File: src/rtl/uart_cmd_parser.sv
// Byte-level command framer between the UART transceiver and siacore.
// RX parses 0xAA host frames into work/target or loop echoes; TX serialises 0x55 responses.
module uart_cmd_parser #(
  parameter int WORK_LEN = 84,
  parameter int TIMEOUT  = 1000000,
  parameter int TO_W     = 20
) (
  input  logic         clk,
  input  logic         rst,
  input  logic [7:0]   rx_data,
  input  logic         new_rx_data,
  output logic [7:0]   tx_data,
  output logic         new_tx_data,
  input  logic         tx_busy,
  output logic [639:0] work,
  output logic [31:0]  target,
  output logic         work_valid,
  input  logic [31:0]  nonce,
  input  logic         nonce_valid,
  output logic         rx_last_byte,
  output logic         tx_last_byte
);

  typedef enum logic [1:0] {R_IDLE, R_CMD, R_LEN, R_DATA} r_state_t;
  typedef enum logic {T_IDLE, T_SEND} t_state_t;

  r_state_t r_state, r_next;
  t_state_t t_state, t_next;

  logic [7:0]      cmd, len, cnt;
  logic [TO_W-1:0] to_cnt;
  logic            timeout, frame_end, work_ok, loop_set;
  logic [639:0]    work_sh;
  logic [23:0]     tgt_sh;
  logic [7:0]      echo_sh, echo_buf;
  logic [31:0]     nonce_buf;
  logic            nonce_pend, loop_pend;
  logic [6:0][7:0] tx_frm;
  logic [2:0]      tx_len, tx_idx;
  logic            tx_start, tx_issue, tx_last;

  assign timeout  = (to_cnt == TO_W'(TIMEOUT));
  assign work_ok  = (cmd == 8'h00) && (len == 8'(WORK_LEN));
  assign loop_set = frame_end && (cmd == 8'h01);

  // ---------------- RX FSM ----------------
  always_ff @(posedge clk) begin
    if (rst) r_state <= R_IDLE;
    else     r_state <= r_next;
  end

  always_comb begin
    r_next = r_state;
    if (new_rx_data) begin
      case (r_state)
        R_IDLE:  if (rx_data == 8'hAA) r_next = R_CMD;
        R_CMD:   r_next = R_LEN;
        R_LEN:   r_next = (rx_data == 8'h00) ? R_IDLE : R_DATA;
        R_DATA:  if (cnt == len - 8'd1) r_next = R_IDLE;
        default: r_next = R_IDLE;
      endcase
    end else if (timeout) begin
      r_next = R_IDLE;
    end
  end

  always_comb begin
    rx_last_byte = 1'b0;
    frame_end    = 1'b0;
    if (new_rx_data && !rst) begin
      if (r_state == R_LEN) begin
        rx_last_byte = (rx_data == 8'h00);
      end else if (r_state == R_DATA) begin
        rx_last_byte = (cnt == len - 8'd1);
        frame_end    = (cnt == len - 8'd1);
      end
    end
  end

  // Idle gap counter; only meaningful while a frame is in flight.
  always_ff @(posedge clk) begin
    if (rst || new_rx_data || r_state == R_IDLE) to_cnt <= '0;
    else if (!timeout)                           to_cnt <= to_cnt + 1'b1;
  end

  always_ff @(posedge clk) begin
    if (rst) begin
      cmd        <= '0;
      len        <= '0;
      cnt        <= '0;
      work_sh    <= '0;
      tgt_sh     <= '0;
      echo_sh    <= '0;
      work       <= '0;
      target     <= '0;
      work_valid <= 1'b0;
    end else begin
      work_valid <= 1'b0;
      if (new_rx_data) begin
        case (r_state)
          R_CMD: cmd <= rx_data;
          R_LEN: begin
            len <= rx_data;
            cnt <= '0;
          end
          R_DATA: begin
            cnt <= cnt + 8'd1;
            if (work_ok) begin
              if (cnt < 8'd80) work_sh[{cnt, 3'b000} +: 8] <= rx_data;
              else             tgt_sh[{cnt[1:0], 3'b000} +: 8] <= rx_data;
            end
            if (cmd == 8'h01 && cnt == 8'd0) echo_sh <= rx_data;
          end
          default: ;
        endcase
      end
      // The final work byte is always target[31:24]; merge it straight in.
      if (frame_end && work_ok) begin
        work       <= work_sh;
        target     <= {rx_data, tgt_sh};
        work_valid <= 1'b1;
      end
    end
  end

  // ---------------- TX FSM ----------------
  always_ff @(posedge clk) begin
    if (rst) t_state <= T_IDLE;
    else     t_state <= t_next;
  end

  always_comb begin
    t_next = t_state;
    if (t_state == T_IDLE) begin
      if (nonce_pend || loop_pend) t_next = T_SEND;
    end else if (tx_last) begin
      t_next = T_IDLE;
    end
  end

  // Skipping the cycle after a strobe gives tx_busy time to rise.
  always_comb begin
    tx_start = (t_state == T_IDLE) && (nonce_pend || loop_pend);
    tx_issue = (t_state == T_SEND) && !tx_busy && !new_tx_data;
    tx_last  = tx_issue && (tx_idx == tx_len - 3'd1);
  end

  always_ff @(posedge clk) begin
    if (rst) begin
      tx_data      <= '0;
      new_tx_data  <= 1'b0;
      tx_last_byte <= 1'b0;
      tx_frm       <= '0;
      tx_len       <= '0;
      tx_idx       <= '0;
      nonce_buf    <= '0;
      nonce_pend   <= 1'b0;
      echo_buf     <= '0;
      loop_pend    <= 1'b0;
    end else begin
      new_tx_data  <= tx_issue;
      tx_last_byte <= tx_last;
      if (tx_issue) begin
        tx_data <= tx_frm[tx_idx];
        tx_idx  <= tx_idx + 3'd1;
      end
      if (tx_start) begin
        tx_idx <= '0;
        if (nonce_pend) begin
          tx_frm     <= {nonce_buf[31:24], nonce_buf[23:16], nonce_buf[15:8],
                         nonce_buf[7:0], 8'h04, 8'h00, 8'h55};
          tx_len     <= 3'd7;
          nonce_pend <= 1'b0;
        end else begin
          tx_frm    <= {24'h0, echo_buf, 8'h01, 8'h01, 8'h55};
          tx_len    <= 3'd4;
          loop_pend <= 1'b0;
        end
      end
      // New requests win over the clear so nothing arriving at frame start is lost.
      if (nonce_valid) begin
        nonce_buf  <= nonce;
        nonce_pend <= 1'b1;
      end
      if (loop_set) begin
        echo_buf  <= (cnt == 8'd0) ? rx_data : echo_sh;
        loop_pend <= 1'b1;
      end
    end
  end

endmodule

File: config.mk
export PLATFORM = sky130hd
export DESIGN_NAME = uart_cmd_parser
export DESIGN_NICKNAME = d
export VERILOG_FILES = /design/src/rtl/uart_cmd_parser.sv
export SDC_FILE = /design/constraint.sdc
export NUM_CORES = 2
export LEC_CHECK = 0
export ABC_AREA = 1
export BUFFER_PORTS_ARGS = -buffer_cell sky130_fd_sc_hd__buf_2
export CAP_MARGIN = 0
export CORE_MARGIN = 2
export CORE_UTILIZATION = 40
export CTS_CLUSTER_SIZE = 16
export DETAILED_ROUTE_END_ITERATION = 16
export RECOVER_POWER = 25
export SYNTH_ARGS = -nofsm -noshare
export SYNTH_HDL_FRONTEND = slang
export SYNTH_SLANG_ARGS = --single-unit
export TNS_END_PERCENT = 30
File: constraint.sdc
create_clock -name clk -period 9.9 [get_ports clk]
set_clock_uncertainty 0.2 [all_clocks]
set_input_delay 1.98 -clock clk [delete_from_list [all_inputs] [get_ports clk]]
set_output_delay 1.98 -clock clk [all_outputs]
set_load 0.02 [all_outputs]
* After elaboration in Yosys (flattened, before gate mapping)
Cells that the tools add are included.
Operators by class: shift-type cells 4, reductions and logical operators 32, add/sub/neg operators 7, magnitude comparators 2, bitwise logic cells 2, equal/unequal tests 12, multiplexer cells 28
Operator list (count):
- bitwise mux 640 bit | 1
- variable shift 8 x 13 -> 640 bit (first input constant) | 1
- indexed part select 8 x 13 -> 640 bit | 1
- 2-to-1 mux 56 bit | 1
- binary-select mux 8 bit (select 3 bit) | 1
- bitwise mux 24 bit | 1
- zero test 8 bit | 3
- variable shift 8 x 7 -> 24 bit (first input constant) | 1
- indexed part select 8 x 7 -> 24 bit | 1
- adder 20 x 1 -> 20 bit (second input constant) | 1
- == test 20 bit (second input constant) | 1
- 2-to-1 mux 8 bit | 2
- one-hot mux 8 bit (2 select lines) | 1
- 2-to-1 mux 1 bit | 14
- negator 11 -> 13 bit | 1
- 2-to-1 mux 2 bit | 6
- logical AND 1 bit | 9
- adder 8 x 1 -> 8 bit (second input constant) | 1
- == test 8 x 1 -> 1 bit (second input constant) | 1
- == test 8 x 7 -> 1 bit (second input constant) | 1
- == test 8 bit | 1
- == test 8 bit (second input constant) | 1
- < comparator 8 x 7 -> 1 bit (second input constant) | 1
- one-hot mux 2 bit (4 select lines) | 1
- 19 further kinds | 34
Word-level totals: output and inout bits 684, word-level logic and storage cells 115, register bits after elaboration 1506

* Longest topological paths before layout
depth in word-level cells 8, gate-level depth with buffers 21

* Worst setup path after synthesis
Ideal clock, no wire load.
kind in2out, from input rst, to output rx_last_byte, slack 4.420 ns, cell stages on the path 5, arrival time 3.300 ns, buffers on the path 3, cells stage by stage clkbuf_1 > nor2_1 > clkbuf_1 > clkbuf_1 > o21a_1
Between the ends: longest elaborated chain between the ends 3
RTL lines:
- from (decl) | RTL line 9 | input logic rst,
- zero test 1 bit | RTL line 70 | if (new_rx_data && !rst) begin
- logical AND 1 bit | RTL line 70
- 2-to-1 mux 1 bit | RTL line 70
- to (decl) | RTL line 20 | output logic rx_last_byte,
No other way between the ends.

* Final worst setup path
from input rst, to register work[162]
Between the ends: longest elaborated chain between the ends 4
RTL lines:
- zero test 1 bit | RTL line 70
- logical AND 1 bit | RTL line 70
- 2-to-1 mux 1 bit | RTL line 70
- logical AND 1 bit | RTL line 118 | if (frame_end && work_ok) begin
- to (signal assigned) | RTL line 119 | work <= work_sh;
- to (decl) | RTL line 15 | output logic [639:0] work,
Several ways; a longest one is shown, not always the timed one. A chain may end at the register's enable or synchronous reset.

==> impl_metrics.toml <==
[finish]
drive_gt1_frac = 0.0704
syn_to_final_growth_pct = 13.9
final_nets = 10101
fin_area_sq_um = 74100
fin_cells = 12356

[power_and_ir_drop]
p_sw_frac = 0.241
p_comb_frac = 0.036
power_mw = 12.7
power_frac_clock = 0.493
power.net_switching_mw = 3.06
leakage_nw = 28.7
vdd_ir_drop_max_v = 0.000185
p_int_mw = 9.65
share_seq_of_total_power = 0.471
p_per_area_nw_per_um2 = 172

[cts]
cts.path.max_buffers = 3
cts_tree = "yes"
cts_resized = 0
post-cts-setup-buffers = 0
holdBufCountCts = 0
root_buffer = "clkbuf_16"
cts_inserted_buffers = 163
h-tree-depth = 4
clock_sinks = 1482
clk_latency_ns = 0.85
clkTransAtPathRegs_ns = 0.06

[placed_design]
globalplace.congestion = 0.975
portBuffers = 728
placed_cells = 12058
placed_area_sq_um = 69200
hpwl_microns = 190000

[run_status]
failed_checks = "capacitance limit, slew limit"
status = "finished with violations"

[timing]
max_slew.worst_pin.slew_ns = 4.72
setup_viol = 0
worst_hold_slack_ns = 0.256
fin_crit_sh = 0.724
slew_headroom = -2.14
slew_viol_final = 241
min_period_ns = 7.17
hold_viol = 0
rsz0062_at_grt = "no"
fmax_mhz = 139
fin_setup_tns_ns = 0

[synthesis]
yosys_warnings = 0
synth_seq_area_share = 0.456
async_reset_ff_frac = 0
synth_flop_cell = "dfxtp_1"
synth_edf_count = 0
synth_cell_types = 45
syn_area_per_cell_sq_um = 6.66
synthCells = 9771
synth_area_sq_um = 65100
synth_fp_nets = 9824
ys_seq_elements = 1482

[route]
ant_nets = 0
routedWlPerCell_microns = 21.4
drt_iter0_markers = 6233
wirelength_microns = 264000
drtPass1Iterations = 8
drc = 0
vias_per_cell = 5.25
vias = 64846

[worst_setup_path]
cp_num_buf_inv = 4
critPathMaxFanout = 202
endpoint_kind = "flip-flop"
r2r_slack_ns = 3.90
cp.arrival_ns = 7.74
cp_top_family = "buffers and inverters"
critPathKind = "in2reg"
crit_chain = "clkbuf_1, nor2_4, clkbuf_1, nand4_1, nor2_4, buf_4, buf_12, nor2_1, nor2_1"
worstPathRequired_ns = 10.47
slowest_delay_ns = 2.09
critPathLaunchType = "primary input"
critPathSlowestCell = "clkbuf_1"

[grt]
grt_pass1_wl_microns = 387000
grt_pass1_vias = 59103
grt_max_degree = 287
grt-ovfl-total = 0
antenna_found_initial = 7
gr-usage-all-layers = 0.306

[floorplan]
fp.dieW_microns = 407
start_util = 0.401
rows = 148
core_sq_um = 162000
die-area_sq_um = 166000
io_pins = 729
die_y_microns = 407

[hold_path]
min_path_type = "reg2reg"

[job]
max_cap_viol_count = 3
-- metrics by stage --
stage | worst slack, ns | utilization
after global placement | 3.94 | 0.427
after global routing | 2.44 | 0.457
after CTS | 4.06 | 0.461
after detailed placement | 3.85 | 0.427
after floorplan | 4.42 | -
final | 2.73 | 0.457
-- Yosys cell counts (3+ instances only) --
cell | number | area [sq um]
or2_2 | 6 | 37.5
nand3_4 | 4 | 70.1
nand2_1 | 1621 | 6080
nand3_1 | 203 | 1020
o21ai_1 | 31 | 155
clkinv_1 | 10 | 37.5
xnor2_1 | 4 | 35.0
o211ai_1 | 4 | 30.0
a32o_1 | 14 | 140
nand3_2 | 11 | 110
buf_1 | 178 | 668
dfxtp_1 | 1482 | 29700
ha_1 | 8 | 100
inv_2 | 52 | 195
o21a_1 | 10 | 75.1
xor2_1 | 6 | 52.6
a21oi_1 | 138 | 691
nand2_2 | 11 | 68.8
o21ai_0 | 499 | 2500
inv_1 | 818 | 3070
nand4_1 | 711 | 4450
nor4_1 | 38 | 238
nor2_2 | 25 | 156
nor2_1 | 3165 | 11900
buf_2 | 227 | 1140
nand2_4 | 3 | 33.8
a31oi_1 | 14 | 87.6
nor3_1 | 164 | 821
clkbuf_1 | 263 | 987
nor2_4 | 8 | 90.1
buf_4 | 22 | 165
-- power by group through the flow --
stage	Combinational, mW	Clock [mW]	Sequential, mW
final	0.455	6.26	5.99
after global routing	0.497	6.60	5.99
after CTS	0.445	6.36	5.99
after detailed placement	0.444	0	6.13
after global placement	0.444	0	6.13
after floorplan	0.302	0	6.12
-- state kept, by name, indices dropped and copies added, names as in the netlist, 2 cells and up --
signal	flops
tx_data	8
work_sh	640
cnt	8
tx_idx	3
echo_buf	8
work	640
cmd	8
tx_frm	34
nonce_buf	32
to_cnt	20
len	8
tgt_sh	24
echo_sh	8
target	32
r_state	2
-- placed cells by master, fill, tap and decap left out, drive strengths merged, types with 8 or more instances in the layout --
cell type and count:
bufinv 11, ha 8, o21ai 530, o21a 10, nand4 711, a21oi 138, dfxtp 1482, nor3 165
nor4 38, a31oi 14, clkinvlp 9, inv 875, buf 319, nor2 3200, nand3 218, a32o 14
nand2 1635, clkbuf 703, clkinv 63
-- metal layers --
| metal | wire [microns] | global-route usage |
|---|---|---|
| met1 | 114000 | 0.411 |
| met2 | 112000 | 0.450 |
| met3 | 21400 | 0.0668 |
| met4 | 17200 | 0.178 |
| met5 | 72 | 0 |
-- final timing paths --
kind / to / from / depth (start not counted)
setup / recovery: work[162] / rst / 9
hold / removal: echo_sh[6] / echo_sh[6] / 2
setup reg to reg: work_sh[599] / cnt[0] / 16
hold reg to reg: echo_sh[6] / echo_sh[6] / 2
-- layout make-up --
type,count,area (sq um)
clock inverter,78,983
multi-input combinational,6717,29200
tap,2175,2720
antenna,2,5.00
sequential,1482,29700
timing repair buffer,804,3690
fill,17640,88100
clock buffer,218,4550
inverter,880,3320
-- cell families after synthesis --
logic type	after synthesis	synth area share
and+or+nand+nor	5978	0.386
buffers and inverters	1572	0.0966
DFF	1482	0.456
AOI/OAI and AO/OA	720	0.0578
xor gates and xnor gates	11	0.00177
adders and majority gates	8	0.00154
-- tightest hold or removal path, cell delays in order (launching register included) --
cell and delay [ns]:
dfxtp_1 0.30, inv_1 0.06, a21oi_1 0.05
No activity file was read; power rests on OpenSTA's default activity.
